## src/rtl/io_console_bank_if.sv

```systemverilog
// rtl/io_console_bank_if.sv - CPU bus bundle between the bus mux and the console bank
interface io_console_bank_if #(
    parameter int ADDR_W = 19
);
    logic [ADDR_W-1:0] address;
    logic [7:0]        Din;
    logic [7:0]        Dout;
    logic              WE;
    logic              RE;
    logic              IO_sel;

    modport master (output address, Din, WE, RE, input Dout, IO_sel);
    modport slave  (input address, Din, WE, RE, output Dout, IO_sel);
endinterface

```

## src/rtl/io_console_bank.sv

```systemverilog
// rtl/io_console_bank.sv - multi-console Atom I/O block: PIO, VIA-lite timer and palette per console
module io_console_bank #(
    parameter int CONSOLES = 4,
    parameter int PALETTE  = 4,
    parameter int COLOR_W  = 6,
    parameter int ADDR_W   = 19,
    localparam int SEL_W   = (CONSOLES > 1) ? $clog2(CONSOLES) : 1
) (
    input  logic                       clk,
    input  logic                       reset,
    io_console_bank_if.slave           bus,
    input  logic                       tick,
    input  logic [9:0]                 PIOinput,
    input  logic [SEL_W-1:0]           active,
    input  logic [SEL_W-1:0]           visible,
    output logic [3:0]                 key_row,
    output logic [3:0]                 gmod,
    output logic [PALETTE*COLOR_W-1:0] colors,
    output logic [CONSOLES-1:0]        irq
);
    localparam int PAL_W = $clog2(PALETTE);

    logic [SEL_W-1:0] c;
    logic [1:0]       region;
    logic [3:0]       off;
    logic             wr, pio_wr, via_wr, vga_wr;

    assign c          = bus.address[16 +: SEL_W];
    assign region     = bus.address[11:10];
    assign off        = bus.address[3:0];
    assign bus.IO_sel = (bus.address[15:12] == 4'hB);
    assign wr         = bus.IO_sel & bus.WE;
    assign pio_wr     = wr & (region == 2'd0);
    assign via_wr     = wr & (region == 2'd2);
    assign vga_wr     = wr & (region == 2'd3);

    logic unused_addr;
    assign unused_addr = ^bus.address;

    logic [3:0]         krow     [CONSOLES];
    logic [3:0]         gmode    [CONSOLES];
    logic [3:0]         pcl      [CONSOLES];
    logic [7:0]         latch_lo [CONSOLES];
    logic [7:0]         latch_hi [CONSOLES];
    logic [7:0]         acr      [CONSOLES];
    logic [15:0]        counter  [CONSOLES];
    logic [COLOR_W-1:0] pal      [CONSOLES][PALETTE];
    logic [CONSOLES-1:0] running, ifr, ier;
    logic [CONSOLES-1:0] sel, t1h, fire, ifr_clr;

    // A T1H write owns the timer for that cycle, so a coincident tick neither counts nor fires.
    always_comb begin
        sel     = '0;
        t1h     = '0;
        fire    = '0;
        ifr_clr = '0;
        for (int i = 0; i < CONSOLES; i++) begin
            sel[i]     = (c == SEL_W'(i));
            t1h[i]     = via_wr & sel[i] & (off == 4'd5);
            fire[i]    = tick & running[i] & (counter[i] == 16'd0) & ~t1h[i];
            ifr_clr[i] = sel[i] & bus.IO_sel & (region == 2'd2) &
                         ((bus.RE & (off == 4'd4)) | (bus.WE & (off == 4'd6) & bus.Din[6]));
        end
    end

    always_ff @(posedge clk or negedge reset) begin
        if (!reset) begin
            gmod    <= '0;
            running <= '0;
            ifr     <= '0;
            ier     <= '0;
            for (int i = 0; i < CONSOLES; i++) begin
                krow[i]     <= 4'hF;
                gmode[i]    <= '0;
                pcl[i]      <= '0;
                latch_lo[i] <= '0;
                latch_hi[i] <= '0;
                acr[i]      <= '0;
                counter[i]  <= '0;
                for (int k = 0; k < PALETTE; k++)
                    pal[i][k] <= (k == 0) ? COLOR_W'(3) : '1;
            end
        end else begin
            gmod <= gmode[visible];
            for (int i = 0; i < CONSOLES; i++) begin
                if (pio_wr && sel[i]) begin
                    case (off[1:0])
                        2'd0:    {gmode[i], krow[i]} <= bus.Din;
                        2'd2:    pcl[i] <= bus.Din[3:0];
                        default: ;
                    endcase
                end
                if (via_wr && sel[i]) begin
                    case (off)
                        4'd4:    latch_lo[i] <= bus.Din;
                        4'd7:    if (bus.Din[6]) ier[i] <= bus.Din[7];
                        4'd11:   acr[i] <= bus.Din;
                        default: ;
                    endcase
                end
                if (t1h[i]) begin
                    latch_hi[i] <= bus.Din;
                    counter[i]  <= {bus.Din, latch_lo[i]};
                    running[i]  <= 1'b1;
                end else if (tick && running[i]) begin
                    if (counter[i] != 16'd0)
                        counter[i] <= counter[i] - 16'd1;
                    else if (acr[i][6])
                        counter[i] <= {latch_hi[i], latch_lo[i]};
                    else
                        running[i] <= 1'b0;
                end
                // Underflow beats a software clear landing in the same cycle.
                if (t1h[i])
                    ifr[i] <= 1'b0;
                else if (fire[i])
                    ifr[i] <= 1'b1;
                else if (ifr_clr[i])
                    ifr[i] <= 1'b0;
                if (vga_wr && sel[i]) begin
                    for (int k = 0; k < PALETTE; k++)
                        if (off == 4'(k)) pal[i][k] <= bus.Din[COLOR_W-1:0];
                end
            end
        end
    end

    assign irq     = ifr & ier;
    assign key_row = krow[active];

    logic [7:0] pal_rd;
    always_comb begin
        bus.Dout = 8'h00;
        pal_rd   = 8'h00;
        if (bus.IO_sel) begin
            case (region)
                2'd0: begin
                    case (off[1:0])
                        2'd0:    bus.Dout = {gmode[c], krow[c]};
                        2'd1:    bus.Dout = (c == active) ? PIOinput[7:0] : 8'hFF;
                        2'd2:    bus.Dout = {PIOinput[9:8], 2'b11, pcl[c]};
                        default: bus.Dout = 8'hFF;
                    endcase
                end
                2'd1: bus.Dout = 8'h00;
                2'd2: begin
                    case (off)
                        4'd4:    bus.Dout = counter[c][7:0];
                        4'd5:    bus.Dout = counter[c][15:8];
                        4'd6:    bus.Dout = {irq[c], ifr[c], 6'b0};
                        4'd7:    bus.Dout = {1'b1, ier[c], 6'b0};
                        4'd11:   bus.Dout = acr[c];
                        default: bus.Dout = 8'hFF;
                    endcase
                end
                default: begin
                    if ({28'd0, off} < PALETTE) begin
                        pal_rd[COLOR_W-1:0] = pal[c][off[PAL_W-1:0]];
                        bus.Dout = pal_rd;
                    end else begin
                        bus.Dout = 8'hFF;
                    end
                end
            endcase
        end
    end

    // Entry 0 is the border colour; it is blanked while the viewer also owns the keyboard.
    always_comb begin
        colors = '0;
        for (int k = 0; k < PALETTE; k++)
            colors[(PALETTE-1-k)*COLOR_W +: COLOR_W] =
                (k == 0 && visible == active) ? '0 : pal[visible][k];
    end
endmodule

```

## src/flat_wrapper.sv

```systemverilog
// flat-port wrapper written by rule: the top's interface ports become plain ports
module io_console_bank_flat 
#(
    parameter int CONSOLES = 4,
    parameter int PALETTE  = 4,
    parameter int COLOR_W  = 6,
    parameter int ADDR_W   = 19,
    localparam int SEL_W   = (CONSOLES > 1) ? $clog2(CONSOLES) : 1
)
  (clk, reset, tick, PIOinput, active, visible, key_row, gmod, colors, irq, bus_address, bus_Din, bus_WE, bus_RE, bus_Dout, bus_IO_sel);
  io_console_bank_if #(.ADDR_W(ADDR_W)) bus_i ();
  input  logic clk;
  input  logic reset;
  input  logic tick;
  input  logic [9:0] PIOinput;
  input  logic [SEL_W-1:0] active;
  input  logic [SEL_W-1:0] visible;
  output logic [3:0] key_row;
  output logic [3:0] gmod;
  output logic [PALETTE*COLOR_W-1:0] colors;
  output logic [CONSOLES-1:0] irq;
  input wire logic [$bits(bus_i.address)-1:0] bus_address;
  input wire logic [$bits(bus_i.Din)-1:0] bus_Din;
  input wire logic [$bits(bus_i.WE)-1:0] bus_WE;
  input wire logic [$bits(bus_i.RE)-1:0] bus_RE;
  output wire logic [$bits(bus_i.Dout)-1:0] bus_Dout;
  output wire logic [$bits(bus_i.IO_sel)-1:0] bus_IO_sel;
  assign bus_i.address = bus_address;
  assign bus_i.Din = bus_Din;
  assign bus_i.WE = bus_WE;
  assign bus_i.RE = bus_RE;
  assign bus_Dout = bus_i.Dout;
  assign bus_IO_sel = bus_i.IO_sel;
  io_console_bank #(.CONSOLES(CONSOLES), .PALETTE(PALETTE), .COLOR_W(COLOR_W), .ADDR_W(ADDR_W)) u_core (.clk(clk), .reset(reset), .bus(bus_i), .tick(tick), .PIOinput(PIOinput), .active(active), .visible(visible), .key_row(key_row), .gmod(gmod), .colors(colors), .irq(irq));
endmodule
```

## config.mk

```make
export PLATFORM = sky130hd
export DESIGN_NAME = io_console_bank_flat
export DESIGN_NICKNAME = d
export VERILOG_FILES = /design/src/rtl/io_console_bank_if.sv /design/src/rtl/io_console_bank.sv /design/src/flat_wrapper.sv
export SDC_FILE = /design/constraint.sdc
export NUM_CORES = 1
export LEC_CHECK = 0
export ABC_AREA = 1
export BUFFER_PORTS_ARGS = -buffer_cell sky130_fd_sc_hd__buf_2
export CAP_MARGIN = 20
export CORE_MARGIN = 5
export CORE_UTILIZATION = 35
export CTS_CLUSTER_SIZE = 8
export DETAILED_ROUTE_END_ITERATION = 10
export GPL_TIMING_DRIVEN = 0
export PLACE_DENSITY = 0.47
export SYNTH_ARGS = -nofsm -noshare
export SYNTH_HDL_FRONTEND = slang
export SYNTH_SLANG_ARGS = --single-unit
```

## constraint.sdc

```tcl
create_clock -name clk -period 4.05 [get_ports clk]
set_input_delay 0.81 -clock clk [delete_from_list [all_inputs] [get_ports clk]]
set_output_delay 0.81 -clock clk [all_outputs]
set_load 0.005 [all_outputs]
```

# Yosys cells after proc, flatten, opt, wreduce, memory -nomap -nowiden
# Cells that the tools add are included.
# totals
ram_bits	0
out_inout_bits	45
wordCells	314
n_memories	0
in_bits	46
latchBits	0
mem_bits_ro	0
register_bits	320
# op_classes
n_mul	0
n_addsub	4
div	0
n_eq_ne	27
n_mux	87
order_cmp	6
shifts	0
bitwise	49
n_reduce_logical	84
# ops
op	n
two-way mux 16 bit	18
binary-select mux 24 bit (select 2 bit)	2
two-way mux 24 bit	4
AND reduction 2 bit	36
logical NOT 16 bit	4
nonzero test 16 bit	4
subtractor 16 x 1 -> 16 bit (second input constant)	4
one-hot mux 8 bit (3 select lines)	2
binary-select mux 4 bit (select 2 bit)	5
two-way mux 4 bit	10
two-way mux 8 bit	5
one-hot mux 8 bit (5 select lines)	1
AND 1 bit	39
binary-select mux 16 bit (select 2 bit)	1
two-way mux 1 bit	31
AND reduction 3 bit	8
nonzero test 3 bit	8
two-way mux 6 bit	3
binary-select mux 8 bit (select 2 bit)	1
== test 4 x 3 -> 1 bit (second input constant)	4
logical AND 1 bit	16
binary-select mux 6 bit (select 2 bit)	1
greater-or-equal comparator 3 bit (second input constant)	4
NOT 2 -> 3 bit	4
other kinds (17)	42

# Longest topological paths before layout
# depth
word_depth	10
mapped_depth	13

# Worst setup path before layout
# OpenSTA, ideal clock, no wires.
# synth_path
path_kind	input-to-output
startpoint	input bus_address[16]
endpoint	output bus_Dout[1]
cell_stages	10
required_time_ns	3.240
arrival_time_ns	2.094
setup_slack_ns	1.146
cell_sequence	buf_2 -> inv_1 -> nor2_1 -> clkbuf_1 -> nand2_1 -> nand4_1 -> nand2_1 -> nand3_1 -> o21ai_0 -> nor2_1
# synth_via
elab_chain_cells	10
elab_cells_between_ends	26
cone_classes	1 x eq/ne; 24 x mux; 1 x bitwise
# synth_rtl
element	line_no	text
start: declaration	flat_wrapper.sv:22	input wire logic [$bits(bus_i.address)-1:0] bus_address;
NOT 2 -> 3 bit (implied by the code)	--	
binary-select mux 24 bit (select 2 bit)	io_console_bank.sv:158	pal_rd[COLOR_W-1:0] = pal[c][off[PAL_W-1:0]];
two-way mux 24 bit (implied by the code) (2 in a row)	io_console_bank.sv:158	
binary-select mux 6 bit (select 2 bit)	io_console_bank.sv:158	
two-way mux 6 bit (implied by the code) (2 in a row)	io_console_bank.sv:158	
two-way mux 8 bit	io_console_bank.sv:157	if ({28'd0, off} < PALETTE) begin
one-hot mux 8 bit (3 select lines) *	io_console_bank.sv:136	case (region)
two-way mux 8 bit *	io_console_bank.sv:135	if (bus.IO_sel) begin
end: declaration	flat_wrapper.sv:26	output wire logic [$bits(bus_i.Dout)-1:0] bus_Dout;
# Every way passes the cells marked *; elsewhere a longest branch is shown, timed or not. The select of a mux whose other input is x is not followed.

# Final worst setup path
# layout_path
startpoint	input bus_address[17]
endpoint	output bus_Dout[2]
# The elaborated chain is that of the path after synthesis.

==> flow_summary.ini <==
[timing]
grt_setup_unrepaired = yes
worst-slew-pin-transition_ns = 1.15
setup_ws_ns = -0.0605
maxSlewHeadroom = 0.233
fin_worst_hold_slack_ns = 0.322
maxClockFrequency_mhz = 243
layout_worst_path_cycle_share = 1.01
shortest_clock_period_the_worst_path_allows_after_layout_ns = 4.11
max_transition_viols_final = 0
worst_clock_skew_ns = 0.0174
finalSetupViolations = 2
finalHoldViolations = 0

[synth]
post_synth_num_cell_types = 35
synth_nets = 2601
ys.flop_type = dfrtp_1
ys_async_sr_fraction = 1.00
yosys.cell_count.top_type = nand2_1
avgSynthCellArea_um2 = 6.99
ys.warnings.count = 0
yosys.area.top_type = dfrtp_1
yosysTopAreaCellShare = 0.315
syn-cell-area_mm2 = 0.0178
register_area_share_after_synthesis = 0.456
yosys-top-cells-area = dfrtp_1 31%, nand2_1 20%, dfstp_2 14%, o21ai_0 11%, nor2_1 5.5%
synth_seq_cells = 320
ys_top_cells_by_count = 962 x nand2_1, 385 x o21ai_0, 261 x nor2_1
instance_count_of_the_mapped_netlist = 2547
synth_enable_flop_cells = 0

[grt]
grt_max_degree = 111
grtUsageTotal = 0.261
global_route.overflow_total = 0
grt_first_pass_wirelength_um = 111000
antenna_found_initial = 2
first_global_vias = 16982

[drt]
postRouteWirelength_um = 74600
detailedRoute.firstPassIterationCount = 6
detail_route.iter0.violations = 1764
routed_via_density = 5.32
via_count = 17976
drc = 0
wl_per_cell_um = 22.1
route.antenna.remaining_nets = 0

[hold_path]
worstHoldPathType = in -> async

[setup_path]
path_max_fanout = 10
crit_path_start_kind = input port
worst-endpoint-required_ns = 3.24
worst-setup-path-type = in -> out
worst_setup_ep_type = output pin
crit_arrival_ns = 3.30

[clocking]
clockBufferDepth = 3
cts_made_buffers = 46
cts.htree.levels = 2
cts.reportedPaths.clkPinSlew_ns = 0.05
post-cts-setup-buffers = 0
worst_skew_pair.late_latency_ns = 0.59
clock_sinks = 320
cts_tree = yes
clockRootBuffer = clkbuf_16

[floorplanning]
floorplan.initialDensity = 0.354
placementRows = 82
core_region_area_mm2 = 0.0503
chipHeight_um = 236
floorplan_die_area_mm2 = 0.0555
die_w_um = 236
top_level_ports = 91

[placement]
globalplace.congestion = 0.940
place.port_buffers = 80
dp_worst_setup_slack_ns = -0.206
hpwlAfterDp_um = 54800

[status]
failed_checks = negative setup slack
outcome = finished, violations left

[final_layout]
syn2layout_area_growth_pct = 15.2
drive_gt1_frac = 0.108
layout.nets = 2735

[pwr]
max_vdd_drop_uv = 262
powerDensity_mw_per_mm2 = 375
leakagePower_uw = 0.00951

[flow_run]
timing.max_cap.violations = 0
final timing paths:
| check | slack, ns | cells past startpoint | end | from |
|---|---|---|---|---|
| worst max-delay path | -0.06 | 12 | bus_Dout[2] | bus_address[17] |
| worst min-delay path | 0.32 | 1 | u_core.pcl[15] | reset |
| worst max register to register | 1.60 | 12 | u_core.counter[10] | u_core.counter[0] |
| worst min register to register | 0.47 | 2 | u_core.running[3] | u_core.running[3] |
| max in group asynchronous | 2.50 | 3 | u_core.counter[62] | reset |
| min in group clk | 0.47 | 3 | u_core.latch_hi[12] | bus_Din[4] |
logic make-up (layout without fill, tap and decap cells):
group	count (synthesis)	after routing	share of synthesized area
AOI/OAI and AO/OA	473	473	0.138
xor gates and xnor gates	30	30	0.0148
adders and majority gates	8	8	0.00562
buffers and inverters	285	446	0.0635
DFF	320	320	0.456
other	0	1	0
and+or+nand+nor	1431	1431	0.321
routing by layer:
| layer | global-route usage | part of all wire | wire length [um] | vias to the layer above |
|---|---|---|---|---|
| li1 | - | - | - | 8482 |
| met1 | 0.380 | 0.47 | 34700 | 8694 |
| met2 | 0.402 | 0.44 | 32800 | 673 |
| met3 | 0.0394 | 0.066 | 4920 | 127 |
| met4 | 0.0793 | 0.029 | 2200 | 0 |
| met5 | 0 | 0 | 0 | - |
registers in the layout (all words and copies together), names as in the netlist:
name	flops
u_core.gmode	16
u_core.pal	96
u_core.gmod	4
u_core.krow	16
u_core.ier	4
u_core.acr	32
u_core.pcl	16
u_core.latch_lo	32
u_core.counter	64
u_core.ifr	4
u_core.running	4
u_core.latch_hi	32
cell usage in the layout, fill, tap and decap left out, drive strengths merged, types with 3 or more instances in the layout:
cell type and instances:
a22oi 14, nand3 153, dfrtp 224, nand2 965
o21ai 394, clkbuf 152, or2 4, nor2 263
dfstp 96, nor3 13, clkinv 3, a21oi 28
nand4 30, o211ai 4, xor2 26, inv 162
nand3b 3, ha 8, o31ai 3, xnor2 4
o22ai 26, buf 129
repair_timing:
item,in CTS,in global routing
hold buffers,0,0
resized for setup,5,14
endpoints found under the setup margin,6,8
hold endpoints to repair,0,0
worst max-delay path: stages:
cell	delay [ns]
buf_2	0.13
buf_2	0.20
nor2_1	0.38
buf_4	0.29
buf_4	0.31
nand2_1	0.08
nand3_1	0.08
nor2_1	0.06
nor3_1	0.44
nor2_1	0.15
nor2_1	0.21
buf_2	0.16
power by group:
| group | total [uW] | switching [uW] | internal (uW) | leakage, uW |
|---|---|---|---|---|
| Sequential | 3320 | 58.2 | 3260 | 0.00396 |
| Clock | 3660 | 1530 | 2130 | 0.000627 |
| Combinational | 714 | 544 | 169 | 0.00492 |
through the flow:
step | utilization | power [uW] | TNS [ns] | instance area (um2) | instances
3_5_place_dp | 0.382 | 4080 | -0.749 | 19200 | 3305
4_1_cts | 0.408 | 7760 | 0 | 20500 | 3380
6_report | 0.408 | 7690 | -0.0801 | 20500 | 3381
3_3_place_gp | 0.379 | 4060 | -1192.11 | 19000 | 3299
2_1_floorplan | - | 3670 | 0 | 17800 | 2547
5_1_grt | 0.408 | 7960 | -0.00441 | 20500 | 3380
final cells by class:
type,count,area (um2)
flip-flops and latches,320,8130
fillers,5441,29800
well taps,672,841
clock buffers,72,1270
multi-input cells,1942,8550
inverters,162,608
diodes,1,2.50
repair buffers,86,539
clock inverters,3,33.8
plain buffers,123,537
No activity file was read; power rests on OpenSTA's default activity.
